--- src/rtl/booth_iter_mul_ctrl.sv ---
// Iterative radix-4 Booth multiplier, 16x16 signed -> 32-bit product.
// One Booth digit per cycle through a single shared encoder.
module booth_iter_mul_ctrl #(
    parameter int WIDTH      = 16,
    parameter bit EARLY_TERM = 1'b0
) (
    input  logic        clk,
    input  logic        rst_n,
    input  logic        in_valid,
    output logic        in_ready,
    input  logic [15:0] in_a,
    input  logic [15:0] in_b,
    output logic        out_valid,
    input  logic        out_ready,
    output logic [31:0] out_p,
    output logic        busy,
    output logic [2:0]  digit_idx
);

    localparam logic [1:0] IDLE = 2'd0;
    localparam logic [1:0] BUSY = 2'd1;
    localparam logic [1:0] DONE = 2'd2;

    if (WIDTH != 16) begin : g_width_check
        $error("booth_iter_mul_ctrl: WIDTH must be 16");
    end

    logic [1:0]  state;
    logic [15:0] a_r;
    logic [15:0] b_r;
    logic [31:0] acc;
    logic [31:0] prod;
    logic [2:0]  idx;
    logic        drain;

    logic [16:0] b_ext;
    logic [2:0]  win;
    logic [17:0] a_x;
    logic [17:0] pp;
    logic [31:0] pp_sh;
    logic [31:0] acc_nx;
    logic [15:0] rest;
    logic        rest_zero;
    logic        last;

    assign b_ext = {b_r, 1'b0};
    assign win   = b_ext[{idx, 1'b0} +: 3];
    assign a_x   = {{2{a_r[15]}}, a_r};

    // 18 bits so that -2A stays exact for A = -32768
    always_comb begin
        pp = '0;
        case (win)
            3'b001, 3'b010: pp = a_x;
            3'b011:         pp = a_x << 1;
            3'b100:         pp = ~(a_x << 1) + 18'd1;
            3'b101, 3'b110: pp = ~a_x + 18'd1;
            default:        pp = '0;
        endcase
    end

    assign pp_sh  = {{14{pp[17]}}, pp} << {idx, 1'b0};
    assign acc_nx = acc + pp_sh;

    // remaining digits are all zero when B[15:2i+1] is all 0s or all 1s
    assign rest      = $signed(b_r) >>> ({idx, 1'b0} + 4'd1);
    assign rest_zero = (rest == '0) || (rest == '1);
    assign last      = (idx == 3'd7) || (EARLY_TERM && rest_zero);

    always_ff @(posedge clk) begin
        if (!rst_n) begin
            state <= IDLE;
            a_r   <= '0;
            b_r   <= '0;
            acc   <= '0;
            prod  <= '0;
            idx   <= '0;
            drain <= 1'b0;
        end else begin
            case (state)
                IDLE: begin
                    if (in_valid) begin
                        a_r   <= in_a;
                        b_r   <= in_b;
                        acc   <= '0;
                        idx   <= '0;
                        drain <= 1'b0;
                        state <= BUSY;
                    end
                end
                BUSY: begin
                    // final cycle loads the product from the settled accumulator
                    if (drain) begin
                        prod  <= acc;
                        drain <= 1'b0;
                        idx   <= '0;
                        state <= DONE;
                    end else begin
                        acc <= acc_nx;
                        if (last) begin
                            drain <= 1'b1;
                        end else begin
                            idx <= idx + 3'd1;
                        end
                    end
                end
                DONE: begin
                    if (out_ready) begin
                        state <= IDLE;
                    end
                end
                default: state <= IDLE;
            endcase
        end
    end

    assign in_ready  = (state == IDLE);
    assign out_valid = (state == DONE);
    assign busy      = (state == BUSY) || (state == DONE);
    assign digit_idx = (state == BUSY && !drain) ? idx : 3'd0;
    assign out_p     = prod;

endmodule

--- config.mk ---
export PLATFORM = sky130hd
export DESIGN_NAME = booth_iter_mul_ctrl
export DESIGN_NICKNAME = d
export VERILOG_FILES = /design/src/rtl/booth_iter_mul_ctrl.sv
export SDC_FILE = /design/constraint.sdc
export NUM_CORES = 1
export LEC_CHECK = 0
export CAP_MARGIN = 10
export CORE_AREA = 8 8 139 141
export DETAILED_ROUTE_END_ITERATION = 6
export DIE_AREA = 0 0 147 149
export PLACE_DENSITY = 0.67
export SETUP_SLACK_MARGIN = 0.05
export SLEW_MARGIN = 20
export SYNTH_ARGS = -nofsm -noshare
export SYNTH_HDL_FRONTEND = slang
export SYNTH_SLANG_ARGS = --single-unit
--- constraint.sdc ---
create_clock -name clk -period 4.7 [get_ports clk]
set_input_delay 1.41 -clock clk [delete_from_list [all_inputs] [get_ports clk]]
set_output_delay 1.41 -clock clk [all_outputs]
set_load 0.01 [all_outputs]
# After elaboration in Yosys (flattened, before gate mapping)

Index checks and enable logic that the tools add are counted.

Add/sub/neg operators: 4
Equality and inequality tests: 14
Shift-type cells: 2
Muxes and demuxes: 17
Bitwise gates (word level): 2
Reduce and logical (&&, ||, !) cells: 13

Operators with widths:

| operator                | number |
|---|---|
| $pmux W18 S4            | 1 |
| $mux W32                | 2 |
| $pmux W32 S2            | 1 |
| $add A18 B1 Y18 const B | 2 |
| $not A18 Y18            | 2 |
| $add A32 B32 Y32        | 1 |
| $shl A32 B4 Y32         | 1 |
| $shiftx A17 B5 Y3       | 1 |
| $eq A3 B3 Y1 const B    | 4 |
| $mux W3                 | 4 |
| $reduce_and A3 Y1       | 3 |
| $eq A3 B2 Y1 const B    | 2 |
| $mux W2                 | 3 |
| $ne A2 B2 Y1 const B    | 3 |
| $pmux W2 S3             | 1 |
| $pmux W3 S2             | 1 |
| $reduce_and A2 Y1       | 3 |
| $reduce_or A2 Y1        | 2 |
| $add A3 B1 Y3 const B   | 1 |
| $eq A3 B1 Y1 const B    | 1 |
| $mux W1                 | 3 |
| $ne A3 B3 Y1 const B    | 1 |
| $eq A2 B1 Y1 const B    | 1 |
| $eq A2 B2 Y1 const B    | 1 |
| other kinds (7)         | 7 |

Flip-flop bits (word level): 102
Input port bits: 36
Output and inout port bits: 38
Word-level logic and storage cells: 59

# Depth between registers and ports, before layout

Depth after elaboration: 8
Gate-level depth with buffers: 24
Depth with buffers taken out: 21

# Worst setup path before layout

OpenSTA, ideal clock, no wires.

Path kind: register to register
Start point: register idx[0]
End point: register acc[30]
Library setup time: 0.128 ns
Data arrival time: 4.803 ns
Data required time: 4.572 ns
Path slack: -0.231 ns
Stages on the path, launching flop included: 25
Cells stage by stage: dfxtp_1 buf_6 buf_6 mux4_2 mux2i_1 buf_2 buf_4 nor2_1 xnor2_1 o2111a_1 nand2_1 o21a_1 nor2_1 a311oi_1 ha_1 clkbuf_1 a21oi_1 o211a_1 o21ai_0 a221o_1 a32o_1 o41ai_1 o21ai_0 xnor2_1 o21ai_0

Cells in the longest elaborated chain, start to end: 8

Ends and longest elaborated chain:

| item                                       | line | RTL |
|---|---|---|
| start: declaration                         | 33   | `logic [2:0] idx;` |
| start signal: assignment                   | 103  | `idx <= idx + 3'd1;` |
| $shiftx A17 B5 Y3                          | 47   | `assign win = b_ext[{idx, 1'b0} +: 3];` |
| $eq A3 B3 Y1, or another cell as far along | 53   | `case (win)` |
| $reduce_or A2 Y1                           | 53   |  |
| $pmux W18 S4                               | 53   |  |
| $shl A32 B4 Y32 (*)                        | 62   | `assign pp_sh = {{14{pp[17]}}, pp} << {idx, 1'b0};` |
| $add A32 B32 Y32 (*)                       | 63   | `assign acc_nx = acc + pp_sh;` |
| $mux W32 (*)                               | 93   | `if (drain) begin` |
| $pmux W32 S2 (*)                           | 80   | `case (state)` |
| end signal: assignment                     | 99   | `acc <= acc_nx;` |
| end: declaration                           | 31   | `logic [31:0] acc;` |

Every way passes the cells marked *; elsewhere a longest branch is shown, timed or not. The select of a mux whose other input is x is not followed.
A chain may end at the register's enable or synchronous reset.

# Final worst setup path

Start point: register idx[0]
End point: register acc[31]

Same word-level chain as after synthesis.

==> run summary <==
The aggregate global-route resource usage came out at 0.209. For the pin with the worst max-slew slack, the measured transition is 0.866 ns. The number of different library cells in the post-synthesis netlist came out at 72. For this run, the post-layout net count is 1302.

The checks that failed: negative setup slack. TritonCTS built the clock tree. The compound-cell area share of the yosys netlist is 0.277. For the worst flop-to-flop path, the logic depth is 22. The power density over the cells came out at 279 nW/um2. Setup slack on the worst reg-to-reg path comes out at -0.26 ns. The average cell area after synthesis came out at 7.55 um2. Together, buffers and inverters on the worst path number 3.

The worst setup path is launched from a flip-flop. The maximum number of buffers from clock root to sink came out at 2. The global-route wire length before repair is 38.1 mm.

The run finished, with violations left. The via count of the first global-routing pass is 7657. The post-synthesis sequential area ratio is 0.271. The DRC marker count from the first detailed-route iteration is 426. The global-route met1 utilization is 0.276. The proportion of total power due to net switching came out at 0.345. After clock tree synthesis, the clock-pin slew on the worst setup and hold paths is 0.07 ns. The final count of pins violating max slew is 0. The worst clock skew is 0.0104 ns.

The number of enable flip-flop cells after synthesis is 0. The setup-violating endpoint count in the final report is 12. The cell type group with the largest total delay on the critical path is compound AO/OA/AOI/OAI gates.

The number of vias after detailed routing is 8042. For this run, the top clock speed supported by timing is 202 MHz. In the global route stage, met3 resource usage came out at 0.0297. The die height came out at 149 um. Of the post-synthesis cell area, the dominant cell type holds 0.271. The switching component of the power is 1.06 mW. The worst stage delay on the critical path is 0.56 ns. The routed via count divided by cell count came out at 5.53.

Buffers inserted during clock tree synthesis total 9. The post-place setup slack is -0.499 ns. The area growth from synthesis to layout is 46.2%. The maximum vdd drop is 0.000244 V. On the critical path, the stage with the largest delay is an instance of sky130_fd_sc_hd__mux4_2. In the synthesized netlist, the number of instances is 996. The number of failing hold endpoints at the final stage came out at 0. The shortest clock period the worst path allows after layout is 4.96 ns. The share of synthesized flip-flops with an asynchronous set or reset came out at 0. The fraction of synthesized area in multiplexers is 0.0587. Among the stages of the critical path, the cell type that occurs most often is sky130_fd_sc_hd__buf_4. For this configuration, the core starts out at a cell density of 0.441.

The netlist area before placement is 7520 um2. Yosys instantiated no cell more often than sky130_fd_sc_hd__nand2_1. STA classifies the critical path endpoint as a flip-flop. The global routing stage identified its most utilized layer as met2. The cell type with the largest total area after synthesis is sky130_fd_sc_hd__dfxtp_1. Of the available clock period, the critical path in the final layout requires 1.05. In this run the core area contains 48 standard-cell rows. From left edge to right edge, the die measures 147 um.

The minimum setup slack in the final design came out at -0.256 ns. The dominant combinational cell family by area after synthesis is compound AO/OA/AOI/OAI gates. Among all flip-flop cells after synthesis, the most frequent one is sky130_fd_sc_hd__dfxtp_1. In this run the critical register-to-register path is captured at acc[31]. The region available for standard cell placement spans 17100 um2.

The yosys synthesis warning count is 0. The critical path in this run is classified as reg -> reg. The required time of the critical path came out at 4.96 ns.

The number of antenna-violating nets in the routed design is 0. The met2 track demand over resource came out at 0.344. The tightest min-delay check is of the reg -> reg type. The number of sinks on the clock net is 102. The share of total power dissipated in the clock network is 0.272. The clock latency at the later pin of the worst-skew pair is 0.36 ns. Of the total synthesized cell area, the portion taken by AND, OR, NAND and NOR gates is 0.227. The number of search-and-repair iterations in the first detailed-routing pass came out at 5. Synthesis produced a netlist with a net count of 1074. Setup repair after global routing could not meet its margin everywhere. The area of the die is 21900 um2. On the final layout, the worst hold slack is 0.461 ns. At the worst endpoint, the arrival time is 5.21 ns.

The relative contribution of combinational cells to total power came out at 0.421. The worst flop-to-flop path startpoint is idx[0]. The largest net degree at the start of global routing is 51. CTS placed an instance of sky130_fd_sc_hd__clkbuf_16 at the clock tree root.

The origin of the worst min-delay path is out_p[9]. The internal power consumption came out at 2.00 mW. Across the run, the number of max-cap violations was 0. The number of antenna violations at the first check in global routing came to 0. Walking the worst path, the cells encountered are mux4_2 > mux2_2 > xnor2_2 > buf_4 > buf_4 > a221o_1 > nand2_1 > nor2_1 > a31oi_1 > a21oi_1 > buf_4 > mux2_4 > ha_4 > nand3_1 > a21o_1 > a211oi_4 > o31ai_2 > a21oi_2 > o221ai_1 > xnor2_1 > o21bai_1 > a22o_1. The overflow left after global routing came out at 0. After detailed routing, the average wire length per cell comes to 16.3 um.

The number of top-level design ports is 74. The register bit total from synthesis is 102. Ranked by instance count, the synthesized netlist is headed by sky130_fd_sc_hd__nand2_1, sky130_fd_sc_hd__dfxtp_1, sky130_fd_sc_hd__a21boi_0. The worst hold path was traced through 2 stages. In the post-synthesis netlist, the biggest area contributors are sky130_fd_sc_hd__dfxtp_1, sky130_fd_sc_hd__nand2_1, sky130_fd_sc_hd__ha_1, sky130_fd_sc_hd__a21boi_0, sky130_fd_sc_hd__a21oi_1. The global placer's final weighted congestion came out at 0.901.

The post-route DRC violation count came out at 0. Detailed placement finished with a half-perimeter wire length of 17.1 mm. The total wire length came out at 23.7 mm. The post-synthesis adder-cell area fraction came out at 0.0709. In this run the tightest slew margin relative to its limit is 0.422. The power share of the sequential group came out at 0.307. The antenna diode instance count came out at 0. The end point of the most critical hold path is out_p[9]. The number of levels in the clock H-tree came out at 3. The static leakage is 4.45 nW. The share of post-route cells with drive strength above 1 is 0.298. The xor-xnor portion of the synthesized cell area is 0.0429. The port buffer count is 73. The largest fanout on the critical path came out at 6.
[area by class of cell]
| type | count | area [um2] |
|---|---|---|
| Sequential cell | 102 | 2050 |
| Tap cell | 225 | 282 |
| Clock inverter | 4 | 78.8 |
| Inverter | 24 | 90.1 |
| Timing Repair Buffer | 288 | 2400 |
| Fill cell | 1526 | 6060 |
| Clock buffer | 12 | 246 |
| Multi-Input combinational cell | 799 | 5860 |
[registers in the layout (all words and copies together), names as in the netlist]
name	cells
acc	32
out_p	32
a_r	16
b_r	16
idx	3
state	2
drain	1
[worst register-to-register path: stages (launching register included)]
cell,delay (ns)
sky130_fd_sc_hd__dfxtp_4,0.40
sky130_fd_sc_hd__mux4_2,0.56
sky130_fd_sc_hd__mux2_2,0.32
sky130_fd_sc_hd__xnor2_2,0.14
sky130_fd_sc_hd__buf_4,0.16
sky130_fd_sc_hd__buf_4,0.14
sky130_fd_sc_hd__a221o_1,0.29
sky130_fd_sc_hd__nand2_1,0.12
sky130_fd_sc_hd__nor2_1,0.06
sky130_fd_sc_hd__a31oi_1,0.26
sky130_fd_sc_hd__a21oi_1,0.14
sky130_fd_sc_hd__buf_4,0.15
sky130_fd_sc_hd__mux2_4,0.28
sky130_fd_sc_hd__ha_4,0.27
sky130_fd_sc_hd__nand3_1,0.08
sky130_fd_sc_hd__a21o_1,0.22
sky130_fd_sc_hd__a211oi_4,0.29
sky130_fd_sc_hd__o31ai_2,0.13
sky130_fd_sc_hd__a21oi_2,0.16
sky130_fd_sc_hd__o221ai_1,0.14
sky130_fd_sc_hd__xnor2_1,0.27
sky130_fd_sc_hd__o21bai_1,0.10
sky130_fd_sc_hd__a22o_1,0.18
[metrics by stage]
step / utilization / setup TNS (ns) / total power, mW / instances / instance area [um2]
final: 0.645 / -1.40 / 3.06 / 1454 / 11000
after global routing: 0.645 / -4.29 / 3.23 / 1454 / 11000
after CTS: 0.611 / -1.24 / 2.94 / 1441 / 10400
after detailed placement: 0.566 / -5.45 / 2.04 / 1406 / 9660
after global placement: 0.566 / -4.50 / 2.04 / 1406 / 9660
after floorplan: - / 0 / 1.58 / 996 / 7580
[routing by layer]
layer,up-vias,share of wire,wire [um]
li1,4008,-,-
met1,3810,0.47,11200
met2,189,0.47,11100
met3,35,0.040,951
met4,0,0.020,476
met5,-,0,0
[timing repair]
action	CTS	global route
buffers inserted	19	15
pin swaps	48	42
gates resized for setup	82	94
setup endpoints to repair	20	22
hold buffers	0	0
[how the worst max path moves through the flow]
stage | cells after the start | to | slack (ns) | startpoint
finish | 22 | acc[31] | -0.26 | idx[0]
global route | 23 | acc[31] | -0.40 | idx[0]
CTS | 20 | acc[28] | -0.29 | idx[0]
detailed placement | 18 | acc[30] | -0.50 | idx[0]
global placement | 21 | acc[30] | -0.43 | idx[0]
floorplan | 22 | acc[31] | 0.06 | idx[0]
[cells in the final DEF, fill, tap and decap left out, types with 20 or more instances in the layout]
master	Yosys	final
sky130_fd_sc_hd__a21oi_1	59	38
sky130_fd_sc_hd__o21ai_0	56	34
sky130_fd_sc_hd__nand3_1	23	21
sky130_fd_sc_hd__inv_1	24	24
sky130_fd_sc_hd__clkdlybuf4s50_1	0	72
sky130_fd_sc_hd__dfxtp_1	102	101
sky130_fd_sc_hd__nor2_1	61	52
sky130_fd_sc_hd__nand2_1	194	188
sky130_fd_sc_hd__nor2b_1	20	20
sky130_fd_sc_hd__a21boi_0	68	66
sky130_fd_sc_hd__buf_4	1	201
sky130_fd_sc_hd__ha_1	41	31
[cells by family after synthesis]
group	count (synthesis)
flip-flops	102
AO/OA/AOI/OAI	309
XOR/XNOR	36
buffers and inverters	95
AND/OR/NAND/NOR	377
adder cells (fa/ha/maj)	42
multiplexers	35
[power by group through the flow]
stage,Combinational (mW),Sequential (mW),Clock [mW]
final,1.29,0.941,0.832
after CTS,1.15,0.939,0.847
after global routing,1.40,0.947,0.877
after detailed placement,1.08,0.958,0
after global placement,1.08,0.957,0
after floorplan,0.637,0.946,0
Power figures use the tool's default switching activity.
==> patch: new RTL, config.mk and constraints unchanged <==
Set the parameter `EARLY_TERM` to 1'b1 (it was 1'b0).
--- a/src/rtl/booth_iter_mul_ctrl.sv
+++ b/src/rtl/booth_iter_mul_ctrl.sv
@@ -3,5 +3,5 @@
 module booth_iter_mul_ctrl #(
     parameter int WIDTH      = 16,
-    parameter bit EARLY_TERM = 1'b0
+    parameter bit EARLY_TERM = 1'b1
 ) (
     input  logic        clk,
Formal check against the unedited RTL: not equivalent (Yosys sat finds a counterexample within 4 cycles, from zero or initial values and one cycle with rst_n low).
==> patch against the unedited design <==
- the flow still finishes with violations (negative setup slack)
- synthesized cell count increased by 4.7%
- non-clock buffer count down 11
- largest cell class unchanged
- worst setup slack better by 0.088 ns
- final area increased by 0.68%
- die area is the same
- wire length increased by 3.0%
- first-iteration DRC count up 36%
- sequential power is 1% higher
- synthesized area up 6.2%
- power up 0.65%
- highest routed layer is now met5
- sequential cell count unchanged
- combinational power rose by 10%
- core utilization increased by 0.44 points
==> patch: results (changes against the unedited design) <==
- The flow ran to the end, but the final reports show violations.
- The final reports fail on negative setup slack.
- The final net count was 1338 (+2.8%).
- The maximum buffer depth of the clock tree is 2 (unchanged).
- The half-perimeter wire length after placement is 17900 µm (+4.6%).
- The via count of the first global-routing pass was 8196 (+7.0%).
- The worst slew margin relative to its limit is 0.474 (+0.0515).
- The instance count of the mapped netlist is 1043 (+4.7%).
- The clock latency on the worst-skew pair is 0.36 ns (about the same).
- The final weighted congestion in routability-driven placement is 0.973 (+8.0%).
- After synthesis, the most frequently instantiated cells are 208 x sky130_fd_sc_hd__nand2_1, 102 x sky130_fd_sc_hd__dfxtp_1, 73 x sky130_fd_sc_hd__nor2_1.
- The peak supply drop is 199 µV (-18%).
- The global-route wire length before repair is 40100 µm (+5.2%).
- The combined global-route utilization of all metal layers came to 0.218 (+0.00907).
- The tree is rooted in a sky130_fd_sc_hd__clkbuf_16.
- The worst stage delay on the critical path was 0.52 ns (-0.04 ns).
- The maximum number of pins on one net before global-route repair is 50 (-2.0%).
- By area the synthesized netlist is led by sky130_fd_sc_hd__dfxtp_1 26%, sky130_fd_sc_hd__nand2_1 9.8%, sky130_fd_sc_hd__ha_1 6.4%.
- The ratio of cells with drive above 1 in the final layout is 0.282 (-0.0162).
- The number of fill cells in the layout is 1500 (-1.7%).
- The count of different cell masters after synthesis came to 84 (+17%).
- The number of failing setup endpoints in the final timing report is 7 (-5).
- The kind of cell with the highest combined delay along the critical path is compound AO/OA/AOI/OAI gates.
- The total wire length is 24400 µm (+3.0%).
- The static power due to leakage came to 0.00444 µW (-0.31%).
- The worst setup margin came to -0.169 ns (+0.0875 ns).
- The post-detailed-route via-to-cell ratio is 5.67 (+2.4%).
- The cell count after placement is 1446 (+2.8%).
- The total CTS buffers is 9 (unchanged).
- The final instance count without filler cells is 1489 (+2.4%).
- The internal power is 1950 µW (-2.6%).
- The initial detailed-routing violation count is 578 (+36%).
- The number of H-tree levels is 3 (unchanged).
- The count of buffers inserted at the top-level ports is 73 (unchanged).
- The clock-pin transition on the worst setup and hold timing paths came to 0.07 ns (about the same).
- The total number of yosys warnings is 0 (unchanged).
- The async set-or-reset flop fraction in the synthesized netlist is 0 (unchanged).
- The worst-case setup slack after placement is -0.479 ns (+0.0202 ns).
- The number of detailed-route iterations in the first pass is 6 (+1).
- The largest area contributor in the synthesized netlist is sky130_fd_sc_hd__dfxtp_1.
- The sequential share of the synthesized area is 0.256 (-0.0159).
- The initial antenna violation count came to 1 (+1).
- The maximum fanout along the worst path is 7 (+1).
- The number of diodes is 0 (unchanged).
- The clock tree skew after final layout is 0.00962 ns (-0.000803 ns).
- The synthesized netlist net count is 1121 (+4.4%).
- The min-delay analysis places its worst path in the category flip-flop to flip-flop.
- Among all stages on the critical path, the largest delay is contributed by sky130_fd_sc_hd__mux4_2.
-- patch: worst paths after layout --
kind | startpoint | endpoint | slack [ns] | cells after the start
max | idx[1] | acc[30] | -0.17 | 21
max reg2reg | idx[1] | acc[30] | -0.17 | 21
min reg2reg | out_p[15] | out_p[15] | 0.46 | 2
min | out_p[15] | out_p[15] | 0.46 | 2
-- patch: cell type report --
class | count | area [µm²] | share of cell area
clock inverter | 6 | 45.0 | 0.00407
multi-input combinational | 846 | 6040 | 0.545
timing repair buffer | 277 | 2340 | 0.211
clock buffer | 9 | 225 | 0.0203
inverter | 24 | 93.8 | 0.00848
sequential | 102 | 2050 | 0.185
tap | 225 | 282 | 0.0254
-- patch: per-layer routing --
layer  vias to the layer above  global-route usage  share of wire  wire length [µm]
met4                         2              0.0826          0.022               533
met2                       245               0.368           0.48             11700
met3                        46              0.0443          0.052              1270
met5                         -                   0        0.00049                12
met1                      3977               0.268           0.45             10900
li1                       4166                   -              -                 -
-- patch: kinds of logic after synthesis --
kind of cell,share of synthesized area
mux,0.0844
fa+ha+maj,0.0667
buf+inv,0.0543
compound gates,0.263
xor+xnor,0.0440
flops,0.256
simple gates,0.231
-- patch: through the flow --
stage	hold slack, ns	cell area (µm²)	TNS [ns]
after floorplan	0.441	8010	0
after global placement	0.450	10000	-3.44
after detailed placement	0.455	10000	-4.87
after CTS	0.464	10600	-0.433
after global routing	0.486	11100	-2.88
final	0.463	11100	-0.642
-- patch: power by group through the flow --
stage	Combinational, µW	Clock [µW]	Sequential [µW]
CTS	1310	725	953
floorplan	760	0	964
global route	1540	758	961
finish	1420	710	953
detailed placement	1250	0	974
global placement	1240	0	973
-- patch: timing repair --
item | CTS | global route
pin swaps | 19 | 41
setup endpoints to repair | 17 | 21
setup buffers | 16 | 10
gates resized for setup | 44 | 83
gates cloned | 1 | 1
